<file path="src/rtl/next_pc_unit.sv">
// ----------------------------------------------------------------------------
// next_pc_unit
//
// Fetch-stage next-PC selection and program-counter register. The next PC is
// chosen among pc+1, a branch target (bra) and a register target (raa); a
// stall input freezes all state. When the RAS_EN macro is defined a circular
// return-address stack predicts subroutine-return targets for mc==2 + ret.
// With RAS_EN undefined the stack is not built, call/ret are ignored,
// ras_empty is tied to 1 and ras_mismatch to 0.
//
// Parameters:
//   WIDTH      PC/address width in bits
//   RAS_DEPTH  RAS entries (power of two, >= 2)
//   RESET_PC   PC value loaded on reset
//
// Ports:
//   clk           system clock, all updates on the rising edge
//   rst           synchronous active-high reset (overrides everything)
//   stall         hold pc and RAS this cycle
//   mc            next-PC select: 0 = pc+1, 1/3 = bra, 2 = raa (or RAS top)
//   bra           branch target
//   raa           register-jump target
//   call          push return address (only when mc != 0)
//   ret           pop return target (only when mc == 2)
//   pc            current PC (registered)
//   pc_1          pc + 1 (combinational, wraps)
//   ras_empty     RAS holds no entries
//   ras_mismatch  one-cycle registered pulse: last popped target != raa
// ----------------------------------------------------------------------------
module next_pc_unit #(
    parameter int               WIDTH     = 32,
    parameter int               RAS_DEPTH = 4,
    parameter logic [WIDTH-1:0] RESET_PC  = {WIDTH{1'b0}}
) (
    input  logic             clk,
    input  logic             rst,
    input  logic             stall,
    input  logic [1:0]       mc,
    input  logic [WIDTH-1:0] bra,
    input  logic [WIDTH-1:0] raa,
    input  logic             call,
    input  logic             ret,
    output logic [WIDTH-1:0] pc,
    output logic [WIDTH-1:0] pc_1,
    output logic             ras_empty,
    output logic             ras_mismatch
);

    localparam logic [WIDTH-1:0] PC_ONE = {{(WIDTH-1){1'b0}}, 1'b1};

    logic [WIDTH-1:0] pc_r;
    logic [WIDTH-1:0] pc_nxt_s;
    logic [WIDTH-1:0] ras_top_s;
    logic             pop_hit_s;
    logic             mismatch_nxt_s;
    logic             mismatch_r;

    assign pc           = pc_r;
    assign pc_1         = pc_r + PC_ONE;
    assign ras_mismatch = mismatch_r;

`ifdef RAS_EN
    localparam int              PTR_W   = $clog2(RAS_DEPTH);
    localparam logic [PTR_W-1:0] PTR_ONE = {{(PTR_W-1){1'b0}}, 1'b1};
    localparam logic [PTR_W:0]   CNT_ONE = {{PTR_W{1'b0}}, 1'b1};
    localparam logic [PTR_W:0]   CNT_MAX = (PTR_W+1)'(RAS_DEPTH);

    logic [WIDTH-1:0] ras_r [RAS_DEPTH];
    logic [PTR_W-1:0] ptr_r;
    logic [PTR_W:0]   count_r;
    logic [PTR_W-1:0] ptr_nxt_s;
    logic [PTR_W:0]   count_nxt_s;
    logic [PTR_W-1:0] top_idx_s;
    logic [PTR_W-1:0] wr_idx_s;
    logic             wr_en_s;
    logic             push_req_s;
    logic             pop_req_s;

    assign top_idx_s  = ptr_r - PTR_ONE;
    assign ras_top_s  = ras_r[top_idx_s];
    assign ras_empty  = (count_r == {(PTR_W+1){1'b0}});
    assign push_req_s = call && (mc != 2'd0);
    assign pop_req_s  = ret && (mc == 2'd2);

    // RAS pointer/count update and entry write selection for this cycle
    always_comb begin
        ptr_nxt_s   = ptr_r;
        count_nxt_s = count_r;
        wr_en_s     = 1'b0;
        wr_idx_s    = ptr_r;
        pop_hit_s   = 1'b0;
        if (!stall) begin
            if (pop_req_s && !ras_empty) begin
                pop_hit_s = 1'b1;
                if (push_req_s) begin
                    // call+ret: replace the top entry in place
                    wr_en_s  = 1'b1;
                    wr_idx_s = top_idx_s;
                end else begin
                    ptr_nxt_s   = top_idx_s;
                    count_nxt_s = count_r - CNT_ONE;
                end
            end else if (push_req_s) begin
                // plain push; also covers call+ret on an empty stack
                wr_en_s   = 1'b1;
                wr_idx_s  = ptr_r;
                ptr_nxt_s = ptr_r + PTR_ONE;
                if (count_r == CNT_MAX) begin
                    count_nxt_s = count_r;   // overflow overwrites oldest
                end else begin
                    count_nxt_s = count_r + CNT_ONE;
                end
            end else begin
                ptr_nxt_s = ptr_r;
            end
        end else begin
            pop_hit_s = 1'b0;
        end
    end

    // RAS pointer and occupancy registers
    always_ff @(posedge clk) begin
        if (rst) begin
            ptr_r   <= {PTR_W{1'b0}};
            count_r <= {(PTR_W+1){1'b0}};
        end else begin
            ptr_r   <= ptr_nxt_s;
            count_r <= count_nxt_s;
        end
    end

    // RAS storage; contents are don't-care after reset, only writes are gated
    always_ff @(posedge clk) begin
        if (wr_en_s && !rst) begin
            ras_r[wr_idx_s] <= pc_1;
        end
    end
`else
    logic unused_s;

    assign ras_top_s = {WIDTH{1'b0}};
    assign pop_hit_s = 1'b0;
    assign ras_empty = 1'b1;
    assign unused_s  = ^{call, ret, (RAS_DEPTH > 1)};
`endif

    // Next-PC selection
    always_comb begin
        pc_nxt_s       = pc_1;
        mismatch_nxt_s = 1'b0;
        case (mc)
            2'd0:       pc_nxt_s = pc_1;
            2'd1, 2'd3: pc_nxt_s = bra;
            2'd2: begin
                if (pop_hit_s) begin
                    pc_nxt_s       = ras_top_s;
                    mismatch_nxt_s = (ras_top_s != raa);
                end else begin
                    pc_nxt_s = raa;
                end
            end
            default:    pc_nxt_s = pc_1;
        endcase
    end

    // Program counter and mismatch pulse registers
    always_ff @(posedge clk) begin
        if (rst) begin
            pc_r       <= RESET_PC;
            mismatch_r <= 1'b0;
        end else if (stall) begin
            pc_r       <= pc_r;
            mismatch_r <= 1'b0;
        end else begin
            pc_r       <= pc_nxt_s;
            mismatch_r <= mismatch_nxt_s;
        end
    end

endmodule

</file>
<file path="config.mk">
export PLATFORM = sky130hd
export DESIGN_NAME = next_pc_unit
export DESIGN_NICKNAME = d
export VERILOG_FILES = /design/src/rtl/next_pc_unit.sv
export SDC_FILE = /design/constraint.sdc
export NUM_CORES = 1
export LEC_CHECK = 0
export CAP_MARGIN = 40
export CORE_MARGIN = 2
export CORE_UTILIZATION = 40
export DETAILED_ROUTE_END_ITERATION = 10
export MAX_ROUTING_LAYER = met4
export PLACE_DENSITY_LB_ADDON = 0.15
export REMOVE_ABC_BUFFERS = 1
export SYNTH_ARGS = -nofsm -noshare
export SYNTH_HDL_FRONTEND = slang
export SYNTH_SLANG_ARGS = --single-unit
</file>
<file path="constraint.sdc">
create_clock -name clk -period 3 [get_ports clk]
set_input_delay 0.6 -clock clk [delete_from_list [all_inputs] [get_ports clk]]
set_output_delay 0.6 -clock clk [all_outputs]
set_load 0.005 [all_outputs]
</file>
==> results of run 1 <==
-- cell usage after synthesis, types with 3 or more instances --
master and count:
sky130_fd_sc_hd__mux2i_1 8, sky130_fd_sc_hd__buf_4 3, sky130_fd_sc_hd__a221oi_1 15, sky130_fd_sc_hd__xor2_1 8, sky130_fd_sc_hd__nand2_1 17, sky130_fd_sc_hd__dfxtp_1 32
sky130_fd_sc_hd__o211ai_1 4, sky130_fd_sc_hd__a22o_1 5, sky130_fd_sc_hd__inv_1 14, sky130_fd_sc_hd__nor2b_1 6, sky130_fd_sc_hd__a31oi_1 4, sky130_fd_sc_hd__o31a_1 5
sky130_fd_sc_hd__nor4_4 3, sky130_fd_sc_hd__nand3_1 12, sky130_fd_sc_hd__a22oi_1 10, sky130_fd_sc_hd__or2_2 6, sky130_fd_sc_hd__a21oi_1 21, sky130_fd_sc_hd__nand4_1 10
sky130_fd_sc_hd__nor3_1 5, sky130_fd_sc_hd__nor4_1 3, sky130_fd_sc_hd__xnor2_1 19, sky130_fd_sc_hd__clkbuf_1 22, sky130_fd_sc_hd__a21o_1 4, sky130_fd_sc_hd__o32ai_1 11
sky130_fd_sc_hd__nand2b_1 4, sky130_fd_sc_hd__o21ai_0 13, sky130_fd_sc_hd__nor2_1 30
-- power by group through the flow --
stage	sequential (mW)	clock, mW	combinational, mW
after detailed placement	0.501	0	0.434
after global placement	0.500	0	0.428
after global routing	0.499	0.376	0.476
final	0.496	0.359	0.441
after floorplan	0.509	0	0.134
after CTS	0.493	0.357	0.443
-- critical path, stage by stage, from the launching register on --
cell,delay [ns]
sky130_fd_sc_hd__dfxtp_4,0.40
sky130_fd_sc_hd__nand4_4,0.13
sky130_fd_sc_hd__or4_4,0.60
sky130_fd_sc_hd__o31a_1,0.27
sky130_fd_sc_hd__or2_1,0.22
sky130_fd_sc_hd__clkdlybuf4s50_1,0.45
-- per-layer routing --
layer	part of all wire, %	vias to the layer above	GRT usage, %
met1	42	1553	32.09
met2	50	141	44.60
met3	7.9	11	4.818
met4	0.68	0	4.906
li1	-	1562	-
met5	0	-	-
-- stage by stage --
step / setup TNS, ns / hold slack [ns] / instances / instance area, um^2
6_report: 0 / 0.5396 / 568 / 4420
3_3_place_gp: 0 / 0.5219 / 549 / 4154
2_1_floorplan: 0 / 0.5116 / 306 / 2484
3_5_place_dp: 0 / 0.5428 / 549 / 4154
4_1_cts: 0 / 0.5299 / 561 / 4325
5_1_grt: -0.02634 / 0.5611 / 568 / 4420
-- repair_timing --
item                                   4_1_cts  5_1_grt
endpoints found under the hold margin        0        0
setup buffers                                4        7
resized for setup                           19       13
setup endpoints to repair                   15        7
pin swaps                                    3        8
gates cloned                                 0        0
-- logic make-up after synthesis --
kind of cell | share of synthesized area [%]
other | 0.2882
DFF | 24.58
xor gates and xnor gates | 9.074
AOI/OAI and AO/OA | 29.00
buffers and inverters | 7.009
and+or+nand+nor | 26.50
muxes | 3.073
adders and majority gates | 0.4800
-- final cells by class --
type                       instances  area, um^2  share of cell area (%)
multi-input combinational        258        1846                   41.75
clock buffer                       8       90.09                   2.038
inverter                          16       60.06                   1.359
timing repair buffer             177        1660                   37.56
sequential                        32       668.1                   15.11
tap                               77       96.34                   2.179
-- worst max path at each step --
| stage | cells after the start | to | slack (ns) | start |
|---|---|---|---|---|
| floorplan | 4 | pc_1[25] | 0.61 | pc[5] |
| global placement | 8 | pc_1[24] | 0.15 | pc[0] |
| detailed placement | 8 | pc_1[24] | 0.11 | pc[0] |
| CTS | 8 | pc_1[24] | 0.008 | pc[0] |
| global route | 7 | pc_1[29] | -0.03 | pc[1] |
| finish | 5 | pc_1[25] | 0.04 | pc[0] |
==> flow_summary.html, run 1 <==
<table>
<tr><th>Metric</th><th>Value</th></tr>
<tr><th colspan="2">Outcome</th></tr>
<tr><td>Status</td><td>completed</td></tr>
<tr><th colspan="2">Place</th></tr>
<tr><td>Pre-CTS setup slack</td><td>0.1070 ns</td></tr>
<tr><td>Weighted congestion reported at the end of routability-driven placement</td><td>0.8682</td></tr>
<tr><td>Number of buffers added on ports</td><td>132</td></tr>
<tr><td>Sum of net half-perimeters after detailed placement</td><td>7020 um</td></tr>
<tr><th colspan="2">GRT</th></tr>
<tr><td>Global-route wire length before repair</td><td>15,040 um</td></tr>
<tr><td>Initial antenna violation count</td><td>0</td></tr>
<tr><td>Vias in the first global route</td><td>3,153</td></tr>
<tr><td>GRT Resource Usage Total</td><td>25.99%</td></tr>
<tr><td>Pin count of the biggest net entering global routing</td><td>34</td></tr>
<tr><td>Total congestion overflow after global routing</td><td>0</td></tr>
<tr><th colspan="2">CTS</th></tr>
<tr><td>CTS Root Buffer Type</td><td>sky130_fd_sc_hd__clkbuf_8</td></tr>
<tr><td>Clock tree from TritonCTS</td><td>yes</td></tr>
<tr><td>Clock transition at path regs</td><td>0.07 ns</td></tr>
<tr><td>Deepest clock path buffer count</td><td>2</td></tr>
<tr><td>Post-CTS Hold Fix Bufs</td><td>0</td></tr>
<tr><td>CTS H-tree lvls</td><td>2</td></tr>
<tr><td>Clock tree sinks</td><td>32</td></tr>
<tr><td>Number of buffers inserted during clock tree synthesis</td><td>5</td></tr>
<tr><td>Clk Latency, worst-skew pair</td><td>0.29 ns</td></tr>
<tr><th colspan="2">Final layout</th></tr>
<tr><td>Flip-flop count of the largest register, all copies and words added</td><td>32</td></tr>
<tr><td>Highest-count cells in the layout ignoring fill and taps</td><td>127 x sky130_fd_sc_hd__clkdlybuf4s50_1, 45 x sky130_fd_sc_hd__buf_4, 30 x sky130_fd_sc_hd__nor2_1, 21 x sky130_fd_sc_hd__a21oi_1, 20 x sky130_fd_sc_hd__dfxtp_1</td></tr>
<tr><td>Layout-stage area growth over the synthesis result</td><td>69.61%</td></tr>
<tr><td>Utilization of the core after routing</td><td>70.02%</td></tr>
<tr><td>Fraction of layout cells with a size suffix above 1</td><td>18.53%</td></tr>
<tr><td>Total Nets Final</td><td>562</td></tr>
<tr><td>Diodes inserted</td><td>0</td></tr>
<tr><td>Most common cell after layout, fill and taps aside</td><td>sky130_fd_sc_hd__clkdlybuf4s50_1</td></tr>
<tr><td>Fillers</td><td>523</td></tr>
<tr><th colspan="2">STA</th></tr>
<tr><td>Setup clock skew after layout</td><td>0.005088 ns</td></tr>
<tr><td>Worst slew margin relative to its limit</td><td>65.21%</td></tr>
<tr><td>Setup repair after global routing missed its margin</td><td>true</td></tr>
<tr><td>Fmax</td><td>338.2 MHz</td></tr>
<tr><td>Count of endpoints failing setup in the final report</td><td>0</td></tr>
<tr><td>Min Tclk post-route</td><td>2.957 ns</td></tr>
<tr><td>Fin. Hold Viols</td><td>0</td></tr>
<tr><td>Worst-margin pin slew</td><td>0.5218 ns</td></tr>
<tr><td>Post-layout worst setup margin</td><td>0.04286 ns</td></tr>
<tr><td>Max Slew Vio Count</td><td>0</td></tr>
<tr><td>Period utilisation layout</td><td>98.57%</td></tr>
<tr><th colspan="2">Detailed routing</th></tr>
<tr><td>Routed wire per std cell</td><td>16.83 um</td></tr>
<tr><td>Routed Antenna Nets</td><td>0</td></tr>
<tr><td>Iteration count of the initial detailed-routing pass</td><td>5</td></tr>
<tr><td>Detailed-route vias per instance</td><td>5.752</td></tr>
<tr><td>Total Routed Length</td><td>9562 um</td></tr>
<tr><td>Iter 0 DRT Violations</td><td>151</td></tr>
<tr><td>Total DRC errors in the routed layout</td><td>0</td></tr>
<tr><td>Total via count after detailed routing</td><td>3,267</td></tr>
<tr><th colspan="2">Hold path</th></tr>
<tr><td>Worst hold path class</td><td>reg2reg</td></tr>
<tr><td>End point of the most critical hold path</td><td>pc[17]</td></tr>
<tr><td>Cell depth of the worst hold path</td><td>2</td></tr>
<tr><td>Source of the worst hold timing path</td><td>pc[17]</td></tr>
<tr><th colspan="2">Floorplanning</th></tr>
<tr><td>Chip width</td><td>84.72 um</td></tr>
<tr><td>Initial standard-cell utilization of the core</td><td>41.28%</td></tr>
<tr><td>Die footprint</td><td>7177 um^2</td></tr>
<tr><td>Count of boundary I/O pins</td><td>137</td></tr>
<tr><td>Core Region</td><td>6314 um^2</td></tr>
<tr><td># rows</td><td>29</td></tr>
<tr><td>Die Y</td><td>84.72 um</td></tr>
<tr><th colspan="2">Setup path</th></tr>
<tr><td>Kind of critical path</td><td>reg2out</td></tr>
<tr><td>R2r setup slk</td><td>0.93 ns</td></tr>
<tr><td>Worst reg2reg path depth</td><td>6</td></tr>
<tr><td>Endpoint type of the worst setup path</td><td>output port</td></tr>
<tr><td>Startpoint type of the worst setup path</td><td>register</td></tr>
<tr><td>Arrival time at the worst endpoint</td><td>2.36 ns</td></tr>
<tr><td>Endpoint required time on the critical path</td><td>2.40 ns</td></tr>
<tr><td>Reg-to-reg startpoint</td><td>pc[0]</td></tr>
<tr><td>Worst flop-to-flop path endpoint</td><td>pc[27]</td></tr>
<tr><td>Largest driver fanout on the critical path</td><td>5</td></tr>
<tr><th colspan="2">Synthesis</th></tr>
<tr><td>Post-Syn Area</td><td>2606 um^2</td></tr>
<tr><td>Number of flops mapped to enable cells by yosys</td><td>0</td></tr>
<tr><td>Number of different library cells in the post-synthesis netlist</td><td>56</td></tr>
<tr><td>Share of flip-flops with an asynchronous set or reset after synthesis</td><td>0%</td></tr>
<tr><td>Dominant cell type by area after synthesis</td><td>sky130_fd_sc_hd__dfxtp_1</td></tr>
<tr><td>YS warnings</td><td>0</td></tr>
<tr><td>Average footprint of a synthesized cell</td><td>7.780 um^2</td></tr>
<tr><td>Yosys top cell area share</td><td>24.58%</td></tr>
<tr><td>Yosys reg bits</td><td>32</td></tr>
<tr><td>Top cells by area in the synthesized netlist</td><td>sky130_fd_sc_hd__dfxtp_1 25%, sky130_fd_sc_hd__xnor2_1 6.4%, sky130_fd_sc_hd__a221oi_1 5.0%</td></tr>
<tr><td>Seq/Total Area, Yosys</td><td>24.58%</td></tr>
<tr><td>Synthesized instance count</td><td>335</td></tr>
<tr><td>Main flop type after synthesis</td><td>sky130_fd_sc_hd__dfxtp_1</td></tr>
<tr><th colspan="2">Power</th></tr>
<tr><td>Worst-case vdd ir drop</td><td>0.2130 mV</td></tr>
<tr><td>Psw</td><td>0.3839 mW</td></tr>
<tr><td>Power per standard cell area</td><td>293.0 nW/um^2</td></tr>
<tr><td>Static power due to leakage</td><td>1.726 nW</td></tr>
<tr><td>Part of the total power dissipated in sequential elements</td><td>38.3%</td></tr>
<tr><td>Internal power of the cells</td><td>0.9113 mW</td></tr>
<tr><td>Total power</td><td>1.295 mW</td></tr>
<tr><td>Proportion of total power due to net switching</td><td>29.64%</td></tr>
<tr><td>Clock share of power</td><td>27.7%</td></tr>
<tr><td>Part of the total power dissipated in combinational logic</td><td>34.1%</td></tr>
<tr><th colspan="2">Run</th></tr>
<tr><td># Max-Cap Violations</td><td>0</td></tr>
</table>
No activity file was read; power rests on OpenSTA's default activity.
==> inputs of run 2 (changes only) <==
--- a/config.mk
+++ b/config.mk
@@ -7,8 +7,9 @@
 export LEC_CHECK = 0
 export CAP_MARGIN = 40
 export CORE_MARGIN = 2
-export CORE_UTILIZATION = 40
+export CORE_UTILIZATION = 45
 export DETAILED_ROUTE_END_ITERATION = 10
+export DONT_BUFFER_PORTS = 1
 export MAX_ROUTING_LAYER = met4
 export PLACE_DENSITY_LB_ADDON = 0.15
 export REMOVE_ABC_BUFFERS = 1
==> flow_summary.html, run 2 (synthesis gave the netlist of run 1 again) <==
<table>
<tr><th>Metric</th><th>Value</th></tr>
<tr><th colspan="2">Final layout</th></tr>
<tr><td>Fillers</td><td>594</td></tr>
<tr><td>Flip-flop count of the largest register, all copies and words added</td><td>32</td></tr>
<tr><td>Non-Filler Cell Area, Final</td><td>2719 um^2</td></tr>
<tr><td>Area occupied by multi-input gates</td><td>1792 um^2</td></tr>
<tr><td>Most common cell after layout, fill and taps aside</td><td>sky130_fd_sc_hd__dfxtp_1</td></tr>
<tr><td>Fraction of layout cells with a size suffix above 1</td><td>11.25%</td></tr>
<tr><td>Total area of sequential cells</td><td>641.9 um^2</td></tr>
<tr><td>Layout-stage area growth over the synthesis result</td><td>4.321%</td></tr>
<tr><td>Total Nets Final</td><td>391</td></tr>
<tr><td>Diodes inserted</td><td>0</td></tr>
<tr><td>Highest-count cells in the layout ignoring fill and taps</td><td>31 x sky130_fd_sc_hd__dfxtp_1, 30 x sky130_fd_sc_hd__nor2_1, 21 x sky130_fd_sc_hd__a21oi_1, 19 x sky130_fd_sc_hd__xnor2_1, 17 x sky130_fd_sc_hd__nand2_1</td></tr>
<tr><td>Post-layout instance count excluding filler cells</td><td>392</td></tr>
<tr><th colspan="2">Detailed routing</th></tr>
<tr><td>Total via count after detailed routing</td><td>2,543</td></tr>
<tr><td>Routed wire per std cell</td><td>19.65 um</td></tr>
<tr><td>Iteration count of the initial detailed-routing pass</td><td>4</td></tr>
<tr><td>Total DRC errors in the routed layout</td><td>0</td></tr>
<tr><td>Total Routed Length</td><td>7703 um</td></tr>
<tr><td>Iter 0 DRT Violations</td><td>151</td></tr>
<tr><td>Detailed-route vias per instance</td><td>6.487</td></tr>
<tr><td>Routed Antenna Nets</td><td>0</td></tr>
<tr><th colspan="2">Place</th></tr>
<tr><td>Number of buffers added on ports</td><td>0</td></tr>
<tr><td>Weighted congestion reported at the end of routability-driven placement</td><td>0.8409</td></tr>
<tr><td>Area after DPL</td><td>2621 um^2</td></tr>
<tr><td>Post-Place Cells</td><td>384</td></tr>
<tr><td>Sum of net half-perimeters after detailed placement</td><td>5303 um</td></tr>
<tr><th colspan="2">STA</th></tr>
<tr><td>Min Tclk post-route</td><td>2.895 ns</td></tr>
<tr><td>Fmax</td><td>345.5 MHz</td></tr>
<tr><td>Max Slew Vio Count</td><td>0</td></tr>
<tr><td>Count of endpoints failing setup in the final report</td><td>0</td></tr>
<tr><td>Setup clock skew after layout</td><td>0.006253 ns</td></tr>
<tr><td>Setup repair after global routing missed its margin</td><td>false</td></tr>
<tr><td>Worst-margin pin slew</td><td>0.5417 ns</td></tr>
<tr><td>Setup TNS after final layout</td><td>0 ns</td></tr>
<tr><td>Worst slew margin relative to its limit</td><td>63.75%</td></tr>
<tr><td>Minimum hold slack</td><td>0.3747 ns</td></tr>
<tr><td>Fin. Hold Viols</td><td>0</td></tr>
<tr><td>Period utilisation layout</td><td>96.48%</td></tr>
<tr><th colspan="2">CTS</th></tr>
<tr><td>Number of buffers inserted during clock tree synthesis</td><td>5</td></tr>
<tr><td>Clock transition at path regs</td><td>0.07 ns</td></tr>
<tr><td>Deepest clock path buffer count</td><td>2</td></tr>
<tr><td>CTS Root Buffer Type</td><td>sky130_fd_sc_hd__clkbuf_8</td></tr>
<tr><td>Clock tree from TritonCTS</td><td>yes</td></tr>
<tr><td>Clock tree sinks</td><td>32</td></tr>
<tr><td>Post-CTS Hold Fix Bufs</td><td>0</td></tr>
<tr><td>Clk Latency, worst-skew pair</td><td>0.29 ns</td></tr>
<tr><td>CTS H-tree lvls</td><td>2</td></tr>
<tr><td>Post-CTS setup-driven buffer insertion count</td><td>0</td></tr>
<tr><th colspan="2">Floorplanning</th></tr>
<tr><td>Die footprint</td><td>6416 um^2</td></tr>
<tr><td># rows</td><td>27</td></tr>
<tr><td>Die Y</td><td>80.10 um</td></tr>
<tr><td>Core Region</td><td>5540 um^2</td></tr>
<tr><td>Chip width</td><td>80.10 um</td></tr>
<tr><td>Count of boundary I/O pins</td><td>137</td></tr>
<tr><td>Initial standard-cell utilization of the core</td><td>47.04%</td></tr>
<tr><th colspan="2">Outcome</th></tr>
<tr><td>Status</td><td>completed</td></tr>
<tr><th colspan="2">GRT</th></tr>
<tr><td>Global-route wire length before repair</td><td>11,840 um</td></tr>
<tr><td>Initial antenna violation count</td><td>0</td></tr>
<tr><td>Total congestion overflow after global routing</td><td>0</td></tr>
<tr><td>Vias in the first global route</td><td>2,327</td></tr>
<tr><td>Pin count of the biggest net entering global routing</td><td>53</td></tr>
<tr><td>GRT Resource Usage Total</td><td>24.41%</td></tr>
<tr><th colspan="2">Setup path</th></tr>
<tr><td>Startpoint type of the worst setup path</td><td>register</td></tr>
<tr><td>Arrival time at the worst endpoint</td><td>2.29 ns</td></tr>
<tr><td>Endpoint type of the worst setup path</td><td>output port</td></tr>
<tr><td>Kind of critical path</td><td>reg2out</td></tr>
<tr><td>Largest driver fanout on the critical path</td><td>11</td></tr>
<tr><td>Endpoint required time on the critical path</td><td>2.40 ns</td></tr>
<tr><th colspan="2">Power</th></tr>
<tr><td>Total power</td><td>1.033 mW</td></tr>
<tr><td>Worst-case vdd ir drop</td><td>0.1808 mV</td></tr>
<tr><td>Power per standard cell area</td><td>380.0 nW/um^2</td></tr>
<tr><td>Static power due to leakage</td><td>0.9613 nW</td></tr>
<tr><th colspan="2">Hold path</th></tr>
<tr><td>Worst hold path class</td><td>in2reg</td></tr>
<tr><th colspan="2">Run</th></tr>
<tr><td># Max-Cap Violations</td><td>0</td></tr>
</table>
[run 2: cell types whose count changed in the layout (fill, tap and decap cells not counted), sizes merged]
cell           previous run  this run
dlygate4sd2               1         0
dlymetal6s2s              3         0
buf                      46         6
clkdlybuf4s50           127         0
[run 2: metrics by stage]
stage / setup slack [ns] / util [%]
final: 0.1055 / 49.07
after global routing: 0.008660 / 49.07
after CTS: 0.01490 / 48.94
after detailed placement: 0.3426 / 47.31
after global placement: 0.3604 / 47.31
after floorplan: 0.6110 / -
[run 2: final cells by class]
type,instances,area share [%]
clock buffers,8,3.313
inverters,16,2.209
multi-input cells,258,65.90
flip-flops and latches,32,23.61
well taps,72,3.313
repair buffers,6,1.657
[run 2: power by group]
group / internal [mW] / switching, mW
Combinational: 0.0833 / 0.0882
Clock: 0.187 / 0.166
Sequential: 0.455 / 0.0540
[run 2: worst paths after layout]
check	startpoint	cells after the start	slack, ns	to
max	pc[4]	4	0.11	pc_1[25]
min	rst	1	0.37	pc[9]
max reg2reg	pc[1]	6	0.65	pc[16]
min reg2reg	pc[0]	2	0.54	pc[0]
[run 2: worst max-delay path, cell delays in order, from the launching register on]
cell                      delay (ns)
sky130_fd_sc_hd__dfxtp_1        0.47
sky130_fd_sc_hd__nand3_2        0.33
sky130_fd_sc_hd__or4_4          0.68
sky130_fd_sc_hd__o31a_1         0.27
sky130_fd_sc_hd__or2_1          0.25
[run 2: repair_timing]
item                       in CTS  in global routing
hold endpoints to repair        0                  0
setup endpoints to repair       0                  4
gates resized for setup         0                  2
[run 2: per-layer routing]
metal	track usage (%)	share of wire, %
met1	32.34	45
met2	37.58	46
met3	5.169	8.0
met4	7.119	1.3
met5	-	0
